===== src/rtl/rtsnoc_ping_sm_if.sv =====
// rtl/rtsnoc_ping_sm_if.sv - router local-port bundle between the ping node and its RTSNoC router
// Packets are carried on a fixed 38-bit bus; the node uses the low NOC_BUS_SIZE bits.
interface rtsnoc_ping_sm_if;
  logic [37:0] din_o;
  logic        wr_o;
  logic        rd_o;
  logic [37:0] dout_i;
  logic        wait_i;
  logic        nd_i;

  modport master (
    output din_o,
    output wr_o,
    output rd_o,
    input  dout_i,
    input  wait_i,
    input  nd_i
  );

  modport slave (
    input  din_o,
    input  wr_o,
    input  rd_o,
    output dout_i,
    output wait_i,
    output nd_i
  );
endinterface


===== src/rtl/rtsnoc_ping_sm.sv =====
// rtl/rtsnoc_ping_sm.sv - RTSNoC echo-protocol initiator (built-in self-test ping node)
// Optional round-trip latency tracking is enabled with RTSNOC_PING_LATENCY_EN.
module rtsnoc_ping_sm #(
  parameter int SOC_SIZE_X     = 1,
  parameter int SOC_SIZE_Y     = 1,
  parameter int NOC_DATA_WIDTH = 16,
  parameter int MY_X           = 0,
  parameter int MY_Y           = 0,
  parameter int MY_LOCAL       = 0,
  parameter int DATA_SEED      = 0,
  parameter int TIMEOUT        = 1023
) (
  input  logic                  clk_i,
  input  logic                  rst_n_i,
  input  logic                  start_i,
  input  logic [15:0]           count_i,
  input  logic [SOC_SIZE_X-1:0] dst_x_i,
  input  logic [SOC_SIZE_Y-1:0] dst_y_i,
  input  logic [2:0]            dst_local_i,
  rtsnoc_ping_sm_if.master      rtr,
  output logic                  busy_o,
  output logic                  done_o,
  output logic                  pass_o,
  output logic [15:0]           err_cnt_o,
  output logic [15:0]           rx_cnt_o,
  output logic [15:0]           lat_max_o
);

  localparam int NOC_HEADER_SIZE = 2*SOC_SIZE_X + 2*SOC_SIZE_Y + 6;
  localparam int NOC_BUS_SIZE    = NOC_DATA_WIDTH + NOC_HEADER_SIZE;
  localparam int ADDR_W          = SOC_SIZE_X + SOC_SIZE_Y + 3;

  localparam logic [ADDR_W-1:0]         L_ME       = {SOC_SIZE_X'(MY_X), SOC_SIZE_Y'(MY_Y), 3'(MY_LOCAL)};
  localparam logic [NOC_DATA_WIDTH-1:0] L_SEED     = NOC_DATA_WIDTH'(DATA_SEED);
  localparam logic [15:0]               L_TO_LAST  = 16'(TIMEOUT - 1);
  // Bits of the 38-bit bus above the packet; a reply with any of them set is malformed.
  localparam logic [37:0]               L_PAD_MASK = ~((38'd1 << NOC_BUS_SIZE) - 38'd1);

  typedef enum logic [2:0] {
    S_IDLE,
    S_SEND,
    S_RXWAIT,
    S_CHECK,
    S_NEXT,
    S_DONE
  } state_t;

  state_t r_state;
  state_t w_next;

  logic [NOC_DATA_WIDTH-1:0] r_seq;
  logic [15:0]               r_remain;
  logic [ADDR_W-1:0]         r_dst;
  logic [NOC_BUS_SIZE-1:0]   r_din;
  logic [37:0]               r_rx;
  logic [15:0]               r_timer;
  logic [15:0]               r_err;
  logic [15:0]               r_rx_cnt;
  logic                      r_busy;
  logic                      r_done;
  logic                      r_pass;

  logic                      w_wr;
  logic                      w_rd;
  logic                      w_start;
  logic                      w_expire;
  logic                      w_last;
  logic                      w_mismatch;
  logic [NOC_DATA_WIDTH-1:0] w_seq_inc;
  logic [ADDR_W-1:0]         w_dst_in;

  function automatic logic [15:0] sat_inc(input logic [15:0] v);
    return (v == 16'hFFFF) ? v : v + 16'd1;
  endfunction

  assign w_seq_inc = r_seq + NOC_DATA_WIDTH'(1);
  assign w_dst_in  = {dst_x_i, dst_y_i, dst_local_i};

  // The echo node swaps the address halves, so its orig must be our target and its dst must be us.
  assign w_mismatch = (r_rx[NOC_DATA_WIDTH-1:0] != r_seq)
                   || (r_rx[NOC_BUS_SIZE-1 -: ADDR_W] != r_dst)
                   || (r_rx[NOC_DATA_WIDTH +: ADDR_W] != L_ME)
                   || ((r_rx & L_PAD_MASK) != 38'd0);

  always_ff @(posedge clk_i or negedge rst_n_i) begin
    if (!rst_n_i) begin
      r_state <= S_IDLE;
    end else begin
      r_state <= w_next;
    end
  end

  always_comb begin
    w_next   = r_state;
    w_wr     = 1'b0;
    w_rd     = 1'b0;
    w_start  = 1'b0;
    w_expire = 1'b0;
    w_last   = 1'b0;
    case (r_state)
      S_IDLE, S_DONE: begin
        if (start_i) begin
          w_start = 1'b1;
          w_next  = (count_i == 16'd0) ? S_DONE : S_SEND;
        end
      end
      S_SEND: begin
        if (!rtr.wait_i) begin
          w_wr   = 1'b1;
          w_next = S_RXWAIT;
        end
      end
      S_RXWAIT: begin
        // A reply landing on the expiry cycle still counts as a reply.
        if (rtr.nd_i) begin
          w_rd   = 1'b1;
          w_next = S_CHECK;
        end else if (r_timer == L_TO_LAST) begin
          w_expire = 1'b1;
          w_next   = S_NEXT;
        end
      end
      S_CHECK: begin
        w_next = S_NEXT;
      end
      S_NEXT: begin
        w_last = (r_remain <= 16'd1);
        w_next = w_last ? S_DONE : S_SEND;
      end
      default: begin
        w_next = S_IDLE;
      end
    endcase
  end

  always_ff @(posedge clk_i or negedge rst_n_i) begin
    if (!rst_n_i) begin
      r_seq    <= L_SEED;
      r_remain <= 16'd0;
      r_dst    <= '0;
      r_din    <= '0;
      r_rx     <= '0;
      r_timer  <= 16'd0;
      r_err    <= 16'd0;
      r_rx_cnt <= 16'd0;
      r_busy   <= 1'b0;
      r_done   <= 1'b0;
      r_pass   <= 1'b0;
    end else begin
      if (w_start) begin
        r_remain <= count_i;
        r_dst    <= w_dst_in;
        r_seq    <= L_SEED;
        r_din    <= {L_ME, w_dst_in, L_SEED};
        r_err    <= 16'd0;
        r_rx_cnt <= 16'd0;
        r_busy   <= (count_i != 16'd0);
        r_done   <= (count_i == 16'd0);
        r_pass   <= (count_i == 16'd0);
      end

      if (w_wr) begin
        r_timer <= 16'd0;
      end else if (r_state == S_RXWAIT) begin
        r_timer <= r_timer + 16'd1;
      end

      if (w_rd) begin
        r_rx <= rtr.dout_i;
      end

      if (w_expire) begin
        r_err <= sat_inc(r_err);
      end

      if (r_state == S_CHECK) begin
        r_rx_cnt <= sat_inc(r_rx_cnt);
        if (w_mismatch) begin
          r_err <= sat_inc(r_err);
        end
      end

      if (r_state == S_NEXT) begin
        r_remain <= r_remain - 16'd1;
        r_seq    <= w_seq_inc;
        if (w_last) begin
          r_busy <= 1'b0;
          r_done <= 1'b1;
          r_pass <= (r_err == 16'd0);
        end else begin
          r_din <= {L_ME, r_dst, w_seq_inc};
        end
      end
    end
  end

`ifdef RTSNOC_PING_LATENCY_EN
  logic [15:0] r_lat;
  logic [15:0] r_lat_max;
  logic [15:0] w_lat_now;

  // Latency counts the cycles after the write up to and including the nd_i cycle.
  assign w_lat_now = sat_inc(r_lat);

  always_ff @(posedge clk_i or negedge rst_n_i) begin
    if (!rst_n_i) begin
      r_lat     <= 16'd0;
      r_lat_max <= 16'd0;
    end else begin
      if (w_start) begin
        r_lat_max <= 16'd0;
      end
      if (w_wr) begin
        r_lat <= 16'd0;
      end else if (r_state == S_RXWAIT) begin
        r_lat <= w_lat_now;
      end
      if (w_rd && (w_lat_now > r_lat_max)) begin
        r_lat_max <= w_lat_now;
      end
    end
  end

  assign lat_max_o = r_lat_max;
`else
  assign lat_max_o = 16'd0;
`endif

  assign rtr.din_o = 38'(r_din);
  assign rtr.wr_o  = w_wr;
  assign rtr.rd_o  = w_rd;

  assign busy_o    = r_busy;
  assign done_o    = r_done;
  assign pass_o    = r_pass;
  assign err_cnt_o = r_err;
  assign rx_cnt_o  = r_rx_cnt;

endmodule


===== src/flat_wrapper.sv =====
// flat-port wrapper written by rule: the top's interface ports become plain ports
module rtsnoc_ping_sm_flat 
#(
  parameter int SOC_SIZE_X     = 1,
  parameter int SOC_SIZE_Y     = 1,
  parameter int NOC_DATA_WIDTH = 16,
  parameter int MY_X           = 0,
  parameter int MY_Y           = 0,
  parameter int MY_LOCAL       = 0,
  parameter int DATA_SEED      = 0,
  parameter int TIMEOUT        = 1023
)
  (clk_i, rst_n_i, start_i, count_i, dst_x_i, dst_y_i, dst_local_i, busy_o, done_o, pass_o, err_cnt_o, rx_cnt_o, lat_max_o, rtr_din_o, rtr_wr_o, rtr_rd_o, rtr_dout_i, rtr_wait_i, rtr_nd_i);
  rtsnoc_ping_sm_if rtr_i ();
  input  logic clk_i;
  input  logic rst_n_i;
  input  logic start_i;
  input  logic [15:0] count_i;
  input  logic [SOC_SIZE_X-1:0] dst_x_i;
  input  logic [SOC_SIZE_Y-1:0] dst_y_i;
  input  logic [2:0] dst_local_i;
  output logic busy_o;
  output logic done_o;
  output logic pass_o;
  output logic [15:0] err_cnt_o;
  output logic [15:0] rx_cnt_o;
  output logic [15:0] lat_max_o;
  output wire logic [$bits(rtr_i.din_o)-1:0] rtr_din_o;
  output wire logic [$bits(rtr_i.wr_o)-1:0] rtr_wr_o;
  output wire logic [$bits(rtr_i.rd_o)-1:0] rtr_rd_o;
  input wire logic [$bits(rtr_i.dout_i)-1:0] rtr_dout_i;
  input wire logic [$bits(rtr_i.wait_i)-1:0] rtr_wait_i;
  input wire logic [$bits(rtr_i.nd_i)-1:0] rtr_nd_i;
  assign rtr_din_o = rtr_i.din_o;
  assign rtr_wr_o = rtr_i.wr_o;
  assign rtr_rd_o = rtr_i.rd_o;
  assign rtr_i.dout_i = rtr_dout_i;
  assign rtr_i.wait_i = rtr_wait_i;
  assign rtr_i.nd_i = rtr_nd_i;
  rtsnoc_ping_sm #(.SOC_SIZE_X(SOC_SIZE_X), .SOC_SIZE_Y(SOC_SIZE_Y), .NOC_DATA_WIDTH(NOC_DATA_WIDTH), .MY_X(MY_X), .MY_Y(MY_Y), .MY_LOCAL(MY_LOCAL), .DATA_SEED(DATA_SEED), .TIMEOUT(TIMEOUT)) u_core (.clk_i(clk_i), .rst_n_i(rst_n_i), .start_i(start_i), .count_i(count_i), .dst_x_i(dst_x_i), .dst_y_i(dst_y_i), .dst_local_i(dst_local_i), .rtr(rtr_i), .busy_o(busy_o), .done_o(done_o), .pass_o(pass_o), .err_cnt_o(err_cnt_o), .rx_cnt_o(rx_cnt_o), .lat_max_o(lat_max_o));
endmodule

===== config.mk =====
export PLATFORM = sky130hd
export DESIGN_NAME = rtsnoc_ping_sm_flat
export DESIGN_NICKNAME = d
export VERILOG_FILES = /design/src/rtl/rtsnoc_ping_sm_if.sv /design/src/rtl/rtsnoc_ping_sm.sv /design/src/flat_wrapper.sv
export SDC_FILE = /design/constraint.sdc
export NUM_CORES = 1
export LEC_CHECK = 0
export CAP_MARGIN = 20
export CORE_MARGIN = 3
export CORE_UTILIZATION = 40
export CTS_CLUSTER_DIAMETER = 150
export DETAILED_ROUTE_END_ITERATION = 8
export PLACE_DENSITY = 0.63
export SLEW_MARGIN = 5
export SYNTH_ARGS = -nofsm -noshare
export SYNTH_HDL_FRONTEND = slang
export SYNTH_SLANG_ARGS = --single-unit

===== constraint.sdc =====
create_clock -name clk_i -period 3 [get_ports clk_i]
set_input_delay 0.45 -clock clk_i [delete_from_list [all_inputs] [get_ports clk_i]]
set_output_delay 0.45 -clock clk_i [all_outputs]
set_load 0.01 [all_outputs]

# After elaboration in Yosys (flattened, before gate mapping)
# Cells that the tools add are included.
# classes
n_addsub	5
order_cmp	1
eq_ne	14
n_mux	42
n_reduce_logical	15
# op_table
cell	n
two-way mux 16 bit	13
two-way mux 26 bit	3
adder 16 x 1 -> 16 bit (second input constant)	4
nonzero test 38 bit	1
equality test 16 bit (second input constant)	2
zero test 16 bit	2
two-way mux 1 bit	19
two-way mux 3 bit	6
equality test 16 x 10 -> 1 bit (second input constant)	1
<= comparator 16 x 1 -> 1 bit (second input constant)	1
!= test 16 bit	1
nonzero test 16 bit	1
subtractor 16 x 1 -> 16 bit (second input constant)	1
one-hot mux 3 bit (5 select lines)	1
equality test 3 x 2 -> 1 bit (second input constant)	2
equality test 3 bit (second input constant)	2
!= test 2 bit (second input constant)	3
nonzero test 2 bit	3
!= test 5 bit	1
nonzero test 5 bit	1
equality test 3 x 1 -> 1 bit (second input constant)	1
zero test 3 bit	1
logical OR 1 bit	3
!= test 3 x 2 -> 1 bit (second input constant)	1
3 further kinds	3
# totals
reg_bits	155
input_bits	64
out_inout_bits	91
wordCells	89

# Depth between registers and ports, before layout
# Gate-level depths: netlist (run 1).
# logic_depth
depth_word	7
mapped_depth	9
mapped_depth_nobuf	8

# Worst setup path before layout (run 1)
# OpenSTA, ideal clock, no wires.
# synth_timing
kind	register to register
start	register u_core.r_timer[0]
end	register u_core.r_err[4], in the netlist u_core.err_cnt_o[4]
setup_ns	0.096
arrival_ns	2.089
path_slack_ns	0.816
path_stages_with_launch	10
path_buffers	1
cell_sequence	dfrtp_1 inv_1 ha_1 or4b_1 nor4_2 a31oi_1 o211ai_2 buf_6 a41oi_2 a311oi_2
# synth_via
elab_chain_len	7
# synth_rtl
element	line	rtl
from (decl)	rtsnoc_ping_sm.sv:56	logic [15:0] r_timer;
from (signal assigned)	rtsnoc_ping_sm.sv:165	r_timer <= r_timer + 16'd1;
equality test 16 x 10 -> 1 bit (*)	rtsnoc_ping_sm.sv:118	end else if (r_timer == L_TO_LAST) begin
two-way mux 1 bit (*)	rtsnoc_ping_sm.sv:118	
two-way mux 1 bit (*)	rtsnoc_ping_sm.sv:115	if (rtr.nd_i) begin
two-way mux 1 bit (*)	rtsnoc_ping_sm.sv:100	case (r_state)
two-way mux 16 bit (*)	rtsnoc_ping_sm.sv:172	if (w_expire) begin
two-way mux 16 bit	rtsnoc_ping_sm.sv:178	if (w_mismatch) begin
two-way mux 16 bit (*)	rtsnoc_ping_sm.sv:176	if (r_state == S_CHECK) begin
to (signal assigned)	rtsnoc_ping_sm.sv:173	r_err <= sat_inc(r_err);
to (signal assigned)	rtsnoc_ping_sm.sv:179	r_err <= sat_inc(r_err);
to (decl)	rtsnoc_ping_sm.sv:57	logic [15:0] r_err;
# Mark *: on every way between the ends. The rest lies on a longest branch, timed or not.
# A chain may end at the register's enable or synchronous reset.

# Worst setup path after layout (run 1)
# layout_timing
start	register u_core.r_state[2]
end	output rtr_rd_o
# layout_via
elab_chain_len	2
# layout_rtl
element	line	rtl
from (decl)	rtsnoc_ping_sm.sv:48	state_t r_state;
from (signal assigned)	rtsnoc_ping_sm.sv:89	r_state <= w_next;
equality test 3 x 2 -> 1 bit	rtsnoc_ping_sm.sv:100	
two-way mux 1 bit	rtsnoc_ping_sm.sv:100	
to (decl)	flat_wrapper.sv:30	output wire logic [$bits(rtr_i.rd_o)-1:0] rtr_rd_o;
# Every way passes these cells.

==> flow_metrics.py, run 1 <==
metrics = {
    "yosys": {
        "yosysTopAreaCell": "dfrtp_1",
        "synthArstFlopShare_pct": 100,
        "netlist_top_cells_area": "dfrtp_1 (49%), mux2_2 (5.6%), xnor2_1 (5.0%)",
        "ys_types": 69,
        "synth_seq_cells": 155,
        "yosys_warnings": 0,
        "avgSynthCellArea_sq_um": 10.0,
        "synth_edf_count": 0,
        "syn-instance-count": 784,
        "ys_seq_area_share_pct": 49.3,
        "synthFlopType": "dfrtp_1",
        "synth_area_sq_um": 7870,
        "synth_top_area_share_pct": 49.3,
    },
    "pwr": {
        "internal_power_w": 0.00545,
        "ir_drop_mv": 0.506,
        "finalPower_w": 0.00820,
        "seqPwrFrac_pct": 37.9,
        "power_switching_share_pct": 33.6,
        "p_switching_w": 0.00276,
        "cellLeakagePower_nw": 4.25,
        "clock_power_share_pct": 29.2,
        "comb_power_share_pct": 32.9,
        "p_per_area_nw_per_um2": 821,
    },
    "drt": {
        "dr.first_iter.drc_count": 438,
        "num_vias": 6168,
        "drtPass1Iterations": 5,
        "routed_via_density": 5.22,
        "totalWireLength_um": 19300,
        "drc_errors": 0,
        "drtAntennaViolNets": 0,
        "post_drt_wl_per_cell_um": 16.4,
    },
    "sta": {
        "tns_ns": 0,
        "period_share_pct": 90.9,
        "max_freq_ghz": 0.367,
        "relSlewSlack_pct": 34.8,
        "rsz0062_at_grt": "false",
        "tightestPinTransition_ns": 0.976,
        "hold_viol": 0,
        "finalClockSkew_ns": 0.00571,
        "finalMaxSlewViolations": 0,
        "fin_crit_ns": 2.73,
        "finalSetupViolCount": 0,
    },
    "clock_tree": {
        "clockBufferDepth": 2,
        "ctsResizeCount": 0,
        "cts_tree": "built",
        "clock_latency_ns": 0.42,
        "cts_max_level": 4,
        "clock_sinks": 155,
        "cts_buffers": 17,
        "clkSlewWorstSetupHoldPaths_ns": 0.06,
        "clockRootBuffer": "clkbuf_16",
        "post_cts_buffers": 0,
        "cts_hold_buf": 0,
    },
    "global_routing": {
        "overflow": 0,
        "grtUsageTotal_pct": 18.4,
        "grt_max_degree": 66,
        "grt_pass1_vias": 6038,
        "antenna_found_initial": 0,
        "grt_pass1_wl_um": 31900,
    },
    "floorplanning": {
        "io_pins": 155,
        "core-area_sq_um": 19000,
        "dieArea_sq_um": 21400,
        "fp-row-count": 50,
        "initial_core_util_pct": 41.4,
        "fp.dieH_um": 146,
        "die_x_um": 146,
    },
    "setup_path": {
        "critical_path_arrival_ns": 2.28,
        "cp_max_fo": 10,
        "crit_path_end_kind": "primary output",
        "reg2reg_depth": 8,
        "critPathLaunchType": "register",
        "worstPathRequired_ns": 2.55,
        "worstSetupPathType": "reg2out",
    },
    "final_layout": {
        "antennaDiodeCount": 0,
        "syn_to_final_growth_pct": 27.1,
        "fin_nets": 981,
        "seqCellArea_sq_um": 3880,
        "drive_above_1_share_pct": 11.3,
        "multi_input_area_sq_um": 3660,
        "nFillCells": 1751,
    },
    "placed_design": {
        "hpwlAfterDp_um": 13700,
        "io_buffers": 126,
        "gp_congestion": 0.837,
    },
    "status": {
        "status": "finished clean",
    },
    "worst_hold_path": {
        "hold_path_class": "in2async",
    },
    "run": {
        "drv_cap": 0,
    },
}
==> final timing paths <==
path	startpoint	endpoint	slack [ns]
max in group asynchronous	rst_n_i	u_core.r_remain[14]	2.27
min in group clk_i	u_core.done_o	u_core.done_o	0.49
max	u_core.r_state[2]	rtr_rd_o	0.27
min	rst_n_i	u_core.r_rx[25]	0.002
max reg2reg	u_core.r_timer[0]	u_core.err_cnt_o[9]	0.38
min reg2reg	u_core.done_o	u_core.done_o	0.49
==> critical path, stage by stage, from the launching register on <==
cell and delay (ns):
dfrtp_1 0.46, buf_4 0.20, nor3b_4 0.42, and2_2 0.24, clkdlybuf4s50_1 0.54
==> metrics by stage <==
stage / std cells / instance area [sq um] / hold WS (ns) / worst slack [ns] / util (%)
6_report: 1182 / 9990 / 0.00232 / 0.272 / 52.5
5_1_grt: 1182 / 9990 / 0.0518 / 0.119 / 52.5
4_1_cts: 1182 / 9990 / 0.0323 / 0.245 / 52.5
3_5_place_dp: 1150 / 9350 / 0.485 / 0.397 / 49.2
3_3_place_gp: 1150 / 9350 / 0.480 / 0.477 / 49.2
2_1_floorplan: 811 / 7970 / 0.154 / 0.816 / -
==> final cells by class <==
type                    instances  area share [%]
flip-flops and latches        155            38.8
multi-input cells             574            36.6
repair buffers                145            14.3
clock buffers                  24            4.52
well taps                     260            3.26
clock inverters                 8            1.90
inverters                      16           0.601
==> cell usage in the layout (no fill, tap or decap), types with 11 or more instances in the layout <==
master and count:
mux2_2 39, nand2_1 74, a21oi_1 20, nor4_1 12, inv_1 15, and3_1 27
o21ai_0 46, xor2_1 13, dfrtp_1 155, conb_1 28, clkdlybuf4s50_1 125, buf_4 17
xnor2_1 45, nand3_1 45, nor2_1 66, nand4_1 23, a31oi_1 11, clkbuf_16 17
==> sequential cells by signal, summed over array words and instances, names as in the netlist <==
| register | flops |
|---|---|
| u_core.r_rx | 38 |
| u_core.r_din | 26 |
| u_core.err_cnt_o | 16 |
| u_core.r_remain | 16 |
| u_core.r_seq | 16 |
| u_core.r_timer | 16 |
| u_core.rx_cnt_o | 16 |
| u_core.r_dst | 5 |
| u_core.r_state | 3 |
| u_core.busy_o | 1 |
| u_core.done_o | 1 |
| u_core.pass_o | 1 |
==> kinds of logic (layout without fill, tap and decap cells) <==
group / after synthesis / after routing / share of synthesized area, %
flip-flops: 155 / 155 / 49.3
adder cells (fa/ha/maj): 8 / 8 / 1.27
other: 1 / 28 / 0.0477
XOR/XNOR: 58 / 58 / 6.46
AND/OR/NAND/NOR: 303 / 303 / 19.9
AO/OA/AOI/OAI: 133 / 133 / 11.2
buffers and inverters: 82 / 193 / 5.52
multiplexers: 44 / 44 / 6.22
==> power by group through the flow <==
stage               clock, W  combinational (W)  sequential (W)
finish               0.00239            0.00270         0.00311
global route         0.00252            0.00302         0.00319
CTS                  0.00244            0.00273         0.00311
detailed placement         0            0.00272         0.00314
global placement           0            0.00268         0.00313
floorplan                  0            0.00188         0.00306
==> cell usage after synthesis (3+ instances only) <==
master,instances
nand2_1,75
buf_1,4
and3_1,27
clkbuf_1,27
nand4_1,23
or3_1,8
o21ai_0,46
nor3b_1,4
xor2_1,13
a41o_1,3
o22ai_1,4
xnor2_1,45
o21ai_1,4
a21oi_1,20
o211ai_1,4
inv_1,15
nor4_1,12
buf_2,5
nand3_1,45
nor3_1,10
ha_1,8
o31ai_1,3
and4_1,4
a41oi_1,3
dfrtp_1,155
a221o_1,3
a21o_1,3
a211oi_1,6
mux2_2,39
buf_4,28
and2_1,5
mux2i_1,5
or4_1,3
nor2_1,66
a31oi_1,11
==> metal layers <==
layer	up-vias	GRT usage, %	routed length (um)
met2	162	28.8	8800
li1	2988	-	-
met5	-	0	0
met1	2993	25.6	9270
met3	25	4.00	925
met4	0	6.21	338
(Power assumes the default switching activity.)
==> inputs of run 2 (changes only) <==
CORE_ASPECT_RATIO = 1.75   (was default)
==> flow_metrics.py, run 2 (synthesized netlist as in run 1, its figures left out) <==
metrics = {
    "status": {
        "status": "finished clean",
    },
    "sta": {
        "rsz0062_at_grt": "false",
        "whs_ns": 0.0278,
        "finalClockSkew_ns": 0.00817,
        "max_freq_ghz": 0.396,
        "fin_crit_ns": 2.52,
        "hold_viol": 0,
        "tns_ns": 0,
        "tightestPinTransition_ns": 0.914,
        "period_share_pct": 84.1,
        "finalMaxSlewViolations": 0,
        "relSlewSlack_pct": 38.8,
        "finalSetupViolCount": 0,
    },
    "drt": {
        "routed_via_density": 5.35,
        "dr.first_iter.drc_count": 261,
        "drtAntennaViolNets": 0,
        "num_vias": 6247,
        "totalWireLength_um": 20100,
        "drc_errors": 0,
        "post_drt_wl_per_cell_um": 17.2,
        "drtPass1Iterations": 5,
    },
    "setup_path": {
        "path_buf_inv": 2,
        "max_stage_delay_ns": 0.61,
        "cp_top_family": "buffers and inverters",
        "crit_path_end_kind": "primary output",
        "worstPathRequired_ns": 2.55,
        "cp_max_fo": 9,
        "reg2reg_depth": 6,
        "cp_slowest_cell": "clkdlybuf4s50_1",
        "critical_path_arrival_ns": 2.07,
        "crit_cells": 3,
        "path_cells": "buf_4 -> nor4_2 -> clkdlybuf4s50_1",
        "critPathLaunchType": "register",
        "worstSetupPathType": "reg2out",
    },
    "global_routing": {
        "antenna_found_initial": 0,
        "grtUsageTotal_pct": 19.0,
        "overflow": 0,
        "grt_pass1_vias": 6290,
        "grt_pass1_wl_um": 32600,
        "grt_max_degree": 73,
    },
    "pwr": {
        "finalPower_w": 0.00809,
        "p_per_area_nw_per_um2": 812,
        "ir_drop_mv": 0.451,
        "cellLeakagePower_nw": 4.24,
    },
    "placed_design": {
        "post_dp_cell_area_sq_um": 9360,
        "gp_congestion": 0.804,
        "hpwlAfterDp_um": 14900,
        "io_buffers": 126,
    },
    "final_layout": {
        "drive_above_1_share_pct": 12.4,
        "largest_reg_flops": 38,
        "largest_register": "u_core.r_rx",
        "fin_nets": 985,
        "syn_to_final_growth_pct": 26.7,
        "final_common_cell": "dfrtp_1",
        "reg_top3": "u_core.r_rx (38), u_core.r_din (26)",
        "layout_common_cells": "dfrtp_1 (155), clkdlybuf4s50_1 (125), nand2_1 (74)",
        "antennaDiodeCount": 0,
        "final_area_sq_um": 9970,
        "postLayoutCoreUtil_pct": 51.9,
    },
    "clock_tree": {
        "clkSlewWorstSetupHoldPaths_ns": 0.07,
        "cts_hold_buf": 0,
        "clock_latency_ns": 0.42,
        "post_cts_buffers": 0,
        "cts_max_level": 4,
        "clock_sinks": 155,
        "clockRootBuffer": "clkbuf_16",
        "cts_tree": "built",
        "ctsResizeCount": 0,
        "cts_buffers": 17,
        "clockBufferDepth": 2,
    },
    "floorplanning": {
        "initial_core_util_pct": 41.0,
        "io_pins": 155,
        "fp-row-count": 67,
        "fp.dieH_um": 191,
        "core-area_sq_um": 19200,
        "dieArea_sq_um": 21400,
        "die_x_um": 112,
    },
    "run": {
        "drv_cap": 0,
    },
    "worst_hold_path": {
        "hold_path_class": "in2async",
    },
}
run 2: changes by cell type in the layout (fill, tap and decap cells not counted), sizes merged:
cell	previous run	this run
buf	20	24
bufinv	6	2
clkbuf	24	19
clkinv	2	1
clkinvlp	0	4
inv	16	22
run 2: report_power, final:
part,switching (W),leakage [nW],internal [W]
Sequential,0.000493,2.02,0.00264
Clock,0.000934,0.287,0.00129
Combinational,0.00146,1.94,0.00127
run 2: path summary, 6_finish.rpt:
check	start	to	slack (ns)
worst min register to register	u_core.done_o	u_core.done_o	0.48
max in group asynchronous	rst_n_i	u_core.r_din[3]	2.14
worst max register to register	u_core.err_cnt_o[1]	u_core.err_cnt_o[0]	0.55
worst min-delay path	rst_n_i	u_core.err_cnt_o[11]	0.03
worst max-delay path	u_core.r_state[1]	rtr_wr_o	0.48
min in group clk_i	u_core.done_o	u_core.done_o	0.48
run 2: layout make-up:
type | count | area (sq um)
repair buffers | 149 | 1460
multi-input cells | 574 | 3660
inverters | 16 | 60.1
well taps | 241 | 302
flip-flops and latches | 155 | 3880
fillers | 1774 | 9230
clock inverters | 13 | 156
clock buffers | 19 | 453
run 2: layer usage:
layer  up-vias  share of wire, %  GRT usage, %
li1       3005                 -             -
met1      3047                40          22.0
met2       175                53          34.6
met3        20               4.2          3.39
met4         0               2.6          7.17
met5         -                 0             0
run 2: per-stage QoR:
step / setup slack [ns] / instances
global route: 0.342 / 1167
finish: 0.477 / 1167
floorplan: 0.816 / 811
CTS: 0.414 / 1167
detailed placement: 0.523 / 1135
global placement: 0.513 / 1135
run 2: worst reg2reg max path: cells and delay by family (launching register included):
| kind | cells | cell delay [ns] |
|---|---|---|
| adders and majority gates | 1 | 0.24 |
| DFF | 1 | 0.44 |
| muxes | 1 | 0.27 |
| and+or+nand+nor | 4 | 1.38 |
